<file path="config.mk">
export PLATFORM = sky130hd
export DESIGN_NAME = hazard_ctrl
export DESIGN_NICKNAME = d
export VERILOG_FILES = /design/src/rtl/hazard_ctrl_pkg.sv /design/src/rtl/hazard_ctrl_md_scoreboard.sv /design/src/rtl/hazard_ctrl.sv
export SDC_FILE = /design/constraint.sdc
export NUM_CORES = 1
export LEC_CHECK = 0
export CAP_MARGIN = 10
export CORE_MARGIN = 2
export CORE_UTILIZATION = 44
export CTS_BUF_LIST = sky130_fd_sc_hd__clkbuf_4 sky130_fd_sc_hd__clkbuf_8 sky130_fd_sc_hd__clkbuf_16
export DETAILED_ROUTE_END_ITERATION = 8
export PLACE_DENSITY = 0.9
export SLEW_MARGIN = 40
export SYNTH_ARGS = -nofsm -noshare
export SYNTH_HDL_FRONTEND = slang
export SYNTH_SLANG_ARGS = --single-unit
</file>
<file path="constraint.sdc">
create_clock -name clk -period 4.5 [get_ports clk]
set_clock_uncertainty 0.15 [all_clocks]
set_input_delay 0.45 -clock clk [delete_from_list [all_inputs] [get_ports clk]]
set_output_delay 0.45 -clock clk [all_outputs]
set_load 0.03 [all_outputs]
</file>
<file path="src/rtl/hazard_ctrl_pkg.sv">
// Shared constants for the pipeline hazard controller: output widths,
// output bit positions and the legal load-use latency range.
package hazard_ctrl_pkg;

    localparam int HOLD_W       = 2;
    localparam int FLUSH_W      = 2;

    localparam int HOLD_ALL     = 1;
    localparam int HOLD_FRONT   = 0;
    localparam int FLUSH_IFID   = 1;
    localparam int FLUSH_IDEX   = 0;

    localparam int LOAD_LAT_MIN = 1;
    localparam int LOAD_LAT_MAX = 4;

    // Wide enough to hold LOAD_LAT_MAX-1.
    localparam int CNT_W        = 2;

endpackage

</file>
<file path="src/rtl/hazard_ctrl_md_scoreboard.sv">
// Single-entry scoreboard for one outstanding multi-cycle (mul/div) result.
// Tracks the destination register and flags ID reads that depend on it.
module md_scoreboard #(
    parameter int ADDR_W = 5
) (
    input  logic              clk,
    input  logic              rstn,
    input  logic              set,
    input  logic              clr,
    input  logic [ADDR_W-1:0] rd,
    input  logic [ADDR_W-1:0] rs1,
    input  logic              rs1_re,
    input  logic [ADDR_W-1:0] rs2,
    input  logic              rs2_re,
    input  logic              md,
    output logic              valid,
    output logic              hit
);

    logic [ADDR_W-1:0] rd_q;

    // A new launch in the same cycle as a writeback wins: the old entry is
    // retired and the new destination takes its place.
    always_ff @(posedge clk or negedge rstn) begin
        if (!rstn) begin
            valid <= 1'b0;
            rd_q  <= '0;
        end else if (set) begin
            valid <= 1'b1;
            rd_q  <= rd;
        end else if (clr && valid) begin
            valid <= 1'b0;
        end
    end

    assign hit = valid && ((rs1_re && (rs1 == rd_q)) ||
                           (rs2_re && (rs2 == rd_q)) ||
                           md);

endmodule

</file>
<file path="src/rtl/hazard_ctrl.sv">
// Pipeline hazard controller: load-use stall counter, bus-wait pending flag,
// optional multi-cycle scoreboard, and hold/flush generation.
module hazard_ctrl
    import hazard_ctrl_pkg::*;
#(
    parameter int REG_ADDR_W = 5,
    parameter int LOAD_LAT   = 1,
    parameter int MD_EN      = 1
) (
    input  logic                  clk,
    input  logic                  rstn,
    input  logic                  jump,
    input  logic                  busy,
    input  logic [REG_ADDR_W-1:0] ID_rs1,
    input  logic [REG_ADDR_W-1:0] ID_rs2,
    input  logic                  ID_rs1_re,
    input  logic                  ID_rs2_re,
    input  logic                  ID_md,
    input  logic [REG_ADDR_W-1:0] EX_rd,
    input  logic                  EX_rmem,
    input  logic                  EX_md_start,
    input  logic                  md_done,
    output logic [HOLD_W-1:0]     hold,
    output logic [FLUSH_W-1:0]    flush,
    output logic                  md_pending
);

    if (LOAD_LAT < LOAD_LAT_MIN || LOAD_LAT > LOAD_LAT_MAX) begin : g_bad_load_lat
        $error("hazard_ctrl: LOAD_LAT=%0d outside %0d..%0d",
               LOAD_LAT, LOAD_LAT_MIN, LOAD_LAT_MAX);
    end

    localparam logic [CNT_W-1:0] CNT_LOAD = CNT_W'(LOAD_LAT - 1);

    logic [CNT_W-1:0] cnt;
    logic             pend;
    logic             ld_hit;
    logic             sb_hit;
    logic             sb_valid;
    logic             stall;

    assign ld_hit = EX_rmem && (EX_rd != '0) &&
                    ((ID_rs1_re && (ID_rs1 == EX_rd)) ||
                     (ID_rs2_re && (ID_rs2 == EX_rd)));

    assign stall = ld_hit || (cnt != '0) || pend || sb_hit;

    // The hit cycle itself is the first stall cycle, so the counter only
    // covers the remaining LOAD_LAT-1. A hit seen under busy is parked in
    // pend and turned into a counter load on the first free cycle.
    always_ff @(posedge clk or negedge rstn) begin
        if (!rstn) begin
            cnt  <= '0;
            pend <= 1'b0;
        end else if (jump) begin
            cnt  <= '0;
            pend <= 1'b0;
        end else if (busy) begin
            if (ld_hit) begin
                pend <= 1'b1;
            end
        end else begin
            pend <= 1'b0;
            if (ld_hit || pend) begin
                cnt <= CNT_LOAD;
            end else if (cnt != '0) begin
                cnt <= cnt - 1'b1;
            end
        end
    end

    always_comb begin
        hold  = '0;
        flush = '0;
        if (rstn) begin
            hold[HOLD_ALL]    = busy;
            hold[HOLD_FRONT]  = stall && !jump;
            flush[FLUSH_IFID] = jump;
            flush[FLUSH_IDEX] = stall && !jump && !busy;
        end
    end

    if (MD_EN != 0) begin : g_md
        md_scoreboard #(
            .ADDR_W (REG_ADDR_W)
        ) u_md_scoreboard (
            .clk    (clk),
            .rstn   (rstn),
            .set    (EX_md_start && !busy && (EX_rd != '0)),
            .clr    (md_done),
            .rd     (EX_rd),
            .rs1    (ID_rs1),
            .rs1_re (ID_rs1_re),
            .rs2    (ID_rs2),
            .rs2_re (ID_rs2_re),
            .md     (ID_md),
            .valid  (sb_valid),
            .hit    (sb_hit)
        );
    end else begin : g_no_md
        assign sb_valid = 1'b0;
        assign sb_hit   = 1'b0;
    end

    assign md_pending = sb_valid;

endmodule

</file>
==> results of run 1 <==
==> cells by family (layout without fill, tap and decap cells) <==
group / Yosys count / in the layout / share of synthesized area [%]
flops: 9 / 9 / 31.7
compound gates: 14 / 14 / 16.4
xor+xnor: 20 / 20 / 24.7
simple gates: 24 / 24 / 18.0
mux: 3 / 3 / 4.76
fa+ha+maj: 1 / 1 / 1.76
buf+inv: 5 / 38 / 2.64
==> synthesized netlist by cell type (3+ instances only) <==
| cell type | n |
|---|---|
| nand2_1 | 10 |
| mux2_2 | 3 |
| inv_1 | 4 |
| a21oi_1 | 3 |
| and2_1 | 3 |
| xnor2_1 | 16 |
| nand4_1 | 3 |
| xor2_1 | 4 |
| dfrtp_1 | 9 |
==> worst register-to-register path: cells and delay by family (launching register included) <==
family                   cells  cell delay (ps)
AO/OA/AOI/OAI                2              280
AND/OR/NAND/NOR              1              530
buffers and inverters        1               60
flip-flops                   1              390
adder cells (fa/ha/maj)      1              260
==> through the flow <==
step / cells / power, uW / setup WS [ps]
floorplan: 76 / 178 / 1870
global placement: 121 / 225 / 1200
detailed placement: 121 / 231 / 1110
CTS: 125 / 299 / 1110
global route: 125 / 314 / 989
finish: 125 / 296 / 1110
==> placed cells by master, fill, tap and decap left out, types with 3 or more instances in the layout <==
cell type | synthesis | layout
and2_1 | 3 | 3
mux2_2 | 3 | 3
inv_1 | 4 | 4
xnor2_1 | 16 | 16
xor2_1 | 4 | 4
a21oi_1 | 3 | 3
clkbuf_4 | 0 | 4
nand4_1 | 3 | 3
nand2_1 | 10 | 10
dfrtp_1 | 9 | 9
clkdlybuf4s50_1 | 0 | 29
==> power breakdown <==
part	total, uW	switching (uW)	leakage (uW)	internal [uW]
Sequential	107	13.7	0.000113	93.2
Clock	65.5	25.5	0.0000184	40.0
Combinational	124	56.3	0.000268	67.4
==> cell type report <==
class	instances	share of cell area (%)
Clock buffer	4	2.86
Tap cell	16	1.91
Inverter	5	1.79
Sequential cell	9	21.5
Multi-Input combinational cell	62	44.3
Timing Repair Buffer	29	27.7
==> worst paths after layout <==
path	startpoint	endpoint	slack, ps
setup / recovery	ID_rs1[0]	flush[0]	1110
hold / removal	rstn	g_md.u_md_scoreboard.rd_q[4]	360
setup reg to reg	cnt[0]	cnt[1]	2770
hold reg to reg	g_md.u_md_scoreboard.rd_q[1]	g_md.u_md_scoreboard.rd_q[1]	400
max in group asynchronous	rstn	cnt[0]	3530
min in group clk	g_md.u_md_scoreboard.rd_q[1]	g_md.u_md_scoreboard.rd_q[1]	400
==> state kept, by name, indices dropped and copies added, names as in the netlist <==
name / cells
pend: 1
g_md.u_md_scoreboard.valid: 1
g_md.u_md_scoreboard.rd_q: 5
cnt: 2
==> layer usage <==
| metal | GRT usage (%) | vias to the layer above | wire, um |
|---|---|---|---|
| met1 | 28.5 | 313 | 851 |
| met2 | 35.3 | 15 | 921 |
| met3 | 1.63 | 2 | 60 |
| met4 | 10.9 | 0 | 8 |
| met5 | 0 | - | 0 |
| li1 | - | 333 | - |
==> flow_summary_export.csv, run 1 <==
group,metric,value,unit
status,status,"complete, no violations",
routing,ant_nets,0,
synthesis,synthFlopType,"dfrtp_1",
finish,fin_area,0.00105,mm^2
critical_path,path_common_cell,"clkdlybuf4s50_1",
clocking,path_clk_slew,60,ps
clocking,root_buffer,"clkbuf_4",
sta,rsz0062_at_grt,"false",
floorplan,start_util,47.1,%
routing,vias,663,
routing,vias_per_cell,5.30,
critical_path,path_depth,7,
sta,max_slew_margin,70.2,%
finish,fillers,117,
finish,multi_input_area,465,um^2
critical_path,cp_top_family,"buffers and inverters",
floorplan,die_area,0.00195,mm^2
grt,grt_first_pass_wirelength,3030,um
sta,fmax,0.295,GHz
synthesis,postSynth.asyncResetShare,100,%
grt,grt_max_degree,13,
synthesis,synth_seq_cells,9,
placement,dp.final_hpwl,1560,um
synthesis,syn_avg_cell_area,9.33,um^2
clocking,htree_num_levels,1,
clocking,cts_setup_buffers,0,
critical_path,cp_slowest_cell,"clkdlybuf4s50_1",
sta,setup_viol,0,
power,powerDensity,282,mW/mm^2
power,ir_drop,0.232,mV
synthesis,synth.area.top_cells,"dfrtp_1 (32%), xnor2_1 (20%), nand2_1 (5.3%), xor2_1 (4.9%), mux2_2 (4.8%)",
clocking,clock_latency,250,ps
placement,routabilityCongestion,0.817,
floorplan,core,0.00151,mm^2
synthesis,synth_top_area_cell,"dfrtp_1",
grt,antenna_found_initial,0,
grt,grt_pass1_vias,673,
clocking,clock-sinks,9,
critical_path,crit_buf_inv,2,
critical_path,arrival,2790,ps
critical_path,required,3900,ps
power,p_leak,0.000400,uW
synthesis,synthCells,76,
finish,area_growth,48.0,%
synthesis,synth_edf_count,0,
routing,drt-initial-drc-count,20,
floorplan,placementRows,14,
grt,track_usage,21.6,%
sta,slew_viol_final,0,
clocking,post_cts_resized,0,
placement,io_buffers,29,
clocking,cts_tree,"yes",
routing,drc,0,
clocking,cts_inserted_buffers,3,
critical_path,crit_path_end_kind,"output pin",
floorplan,die_y,44.2,um
placement,dpl_cell_area,0.00102,mm^2
synthesis,seq_area_frac_synth,31.7,%
finish,final_nets,136,
routing,first_pass_iters,4,
synthesis,synth.top_cell.area_share,31.7,%
synthesis,synth_cell_type_count,30,
routing,wl_per_cell,14.7,um
sta,finalCriticalPeriod,3390,ps
finish,final_layout_size_suffix_gt1_share,12.8,%
critical_path,cp-start-kind,"primary input",
synthesis,yosysWarnings,0,
sta,hold_ws,357,ps
job,cap_violations,0,
clocking,clock_path_buffers,2,
critical_path,reg2reg_depth,5,
finish,postLayoutCoreUtil,69.7,%
critical_path,critPathKind,"in2out",
floorplan,die_width,44.2,um
routing,drt_wl_total,1840,um
critical_path,worstPathCellList,"clkdlybuf4s50_1, xor2_1, nor4_1, a31oi_1, o221a_2, a211oi_1, clkdlybuf4s50_1",
hold_path,hold_path.class,"in2async",
synthesis,syn-num-nets,102,
grt,grt.overflow.total,0,
sta,finalSetupTns,0,ps
floorplan,io_pins,30,
synthesis,syn-cell-area,709,um^2
clocking,cts_hold_buf,0,
finish,regArea,225,um^2
critical_path,max_stage_delay,700,ps
critical_path,cp_max_fo,2,
finish,diodes,0,
sta,period_share,75.4,%
sta,worst_pin_slew,446,ps
sta,finalHoldViolations,0,
Power figures use the tool's default switching activity.
==> inputs of run 2 (changes only) <==
Settings changed: CORE_UTILIZATION 44 to 41, PLACE_DENSITY 0.9 to 0.86.
Clock period 4.5 ns to 3.5 ns, I/O delays scaled along.
==> flow_summary_export.csv, run 2 (same netlist as run 1, synthesis figures left out) <==
group,metric,value,unit
status,status,"complete, no violations",
sta,rsz0062_at_grt,"false",
finish,final_common_cell,"clkdlybuf4s50_1",
routing,drc,0,
critical_path,path_common_cell,"clkdlybuf4s50_1",
clocking,clock_latency,250,ps
grt,grt_pass1_vias,647,
clocking,cts_hold_buf,0,
critical_path,critPathKind,"in2out",
finish,diodes,0,
finish,largest_register,"g_md.u_md_scoreboard.rd_q",
clocking,path_clk_slew,50,ps
grt,grt_first_pass_wirelength,3010,um
floorplan,placementRows,15,
routing,vias_per_cell,5.21,
floorplan,die_y,45.6,um
floorplan,die_area,0.00208,mm^2
critical_path,arrival,2750,ps
floorplan,start_util,42.5,%
critical_path,worstPathCellList,"clkdlybuf4s50_1, xnor2_1, nand4_1, o22ai_1, a21oi_2, a211oi_1, clkdlybuf4s50_1",
sta,worst_pin_slew,352,ps
routing,first_pass_iters,4,
power,powerDensity,357,mW/mm^2
floorplan,io_pins,30,
grt,antenna_found_initial,0,
finish,reg_top3,"g_md.u_md_scoreboard.rd_q: 5 flops, cnt: 2 flops",
sta,setup_ws,252,ps
finish,final_nets,137,
clocking,clock_path_buffers,2,
clocking,htree_num_levels,1,
placement,routabilityCongestion,0.804,
sta,hold_ws,241,ps
routing,drt_wl_total,1860,um
floorplan,core,0.00167,mm^2
critical_path,cp-start-kind,"primary input",
clocking,cts_setup_buffers,0,
clocking,root_buffer,"clkbuf_4",
sta,period_share,92.8,%
clocking,cts_tree,"yes",
finish,fillers,138,
grt,grt_max_degree,13,
critical_path,cp_slowest_cell,"clkdlybuf4s50_1",
floorplan,die_width,45.6,um
placement,dp_slack,289,ps
finish,largest_reg_flops,5,
power,power.total,378,uW
sta,finalSetupTns,0,ps
sta,setup_viol,0,
finish,area_growth,49.2,%
critical_path,required,3000,ps
routing,ant_nets,0,
critical_path,max_stage_delay,720,ps
sta,finalCriticalPeriod,3250,ps
job,cap_violations,0,
grt,track_usage,20.4,%
hold_path,hold_path.class,"in2async",
sta,finalHoldViolations,0,
critical_path,cp_max_fo,5,
finish,most-common-layout-cells,"clkdlybuf4s50_1 (29), xnor2_1 (16), nand2_1 (10), dfrtp_1 (9)",
placement,dp.final_hpwl,1590,um
critical_path,crit_path_end_kind,"output pin",
sta,slew_viol_final,0,
clocking,cts_inserted_buffers,3,
routing,wl_per_cell,14.6,um
power,p_leak,0.000405,uW
grt,grt.overflow.total,0,
sta,fmax,0.308,GHz
sta,max_slew_margin,76.5,%
power,ir_drop,0.284,mV
finish,multi_input_area,465,um^2
routing,drt-initial-drc-count,18,
clocking,post_cts_resized,0,
finish,regArea,225,um^2
routing,vias,662,
placement,io_buffers,29,
finish,final_layout_size_suffix_gt1_share,13.6,%
finish,postLayoutCoreUtil,63.4,%
clocking,clock-sinks,9,
[run 2: cell count changes in the layout (fill, tap and decap cells not counted), sizes merged]
cell / previous run / this run
buf: 0 / 1
[run 2: layout make-up]
| class | instances | share of cell area (%) |
|---|---|---|
| flip-flops and latches | 9 | 21.3 |
| repair buffers | 30 | 28.1 |
| multi-input cells | 62 | 44.0 |
| clock buffers | 4 | 2.84 |
| inverters | 5 | 1.77 |
| well taps | 17 | 2.01 |
[run 2: worst paths after layout]
kind,start,end,slack [ps],cells past startpoint
max,EX_rd[4],flush[0],250,7
min,rstn,pend,240,2
max reg2reg,cnt[0],cnt[1],1770,5
min reg2reg,g_md.u_md_scoreboard.rd_q[0],g_md.u_md_scoreboard.rd_q[0],410,2
max in group asynchronous,rstn,g_md.u_md_scoreboard.rd_q[4],2820,2
min in group clk,g_md.u_md_scoreboard.rd_q[0],g_md.u_md_scoreboard.rd_q[0],410,2
[run 2: layer usage]
layer	wire length (um)	share of wire, %	track usage, %	vias up
met4	0	0	5.29	0
li1	-	-	-	337
met5	0	0	0	-
met2	957	51	34.6	18
met3	65	3.5	2.38	0
met1	836	45	27.3	307
[run 2: critical path: cells and delay by family]
kind	cells	cell delay, ps
and+or+nand+nor	1	90
buffers and inverters	2	1370
xor gates and xnor gates	1	170
AOI/OAI and AO/OA	3	750
[run 2: where the power goes]
part | internal (uW) | switching (uW) | total [uW]
registers | 120 | 18.0 | 138
clock network | 51.3 | 30.0 | 81.2
logic | 87.2 | 72.0 | 159
total | 258 | 120 | 378
[run 2: through the flow]
| stage | cells | cell area (um^2) |
|---|---|---|
| 6_report | 127 | 1060 |
| 3_3_place_gp | 123 | 1030 |
| 4_1_cts | 127 | 1060 |
| 5_1_grt | 127 | 1060 |
| 3_5_place_dp | 123 | 1030 |
| 2_1_floorplan | 76 | 709 |
==> inputs of run 3 (changes only) <==
Settings changed: CTS_CLUSTER_DIAMETER from default to 50, GPL_ROUTABILITY_DRIVEN from default to 1, REMOVE_ABC_BUFFERS from default to 1.
==> results of run 3 <==
The final DEF is identical to that of run 2; final timing and power are the same.
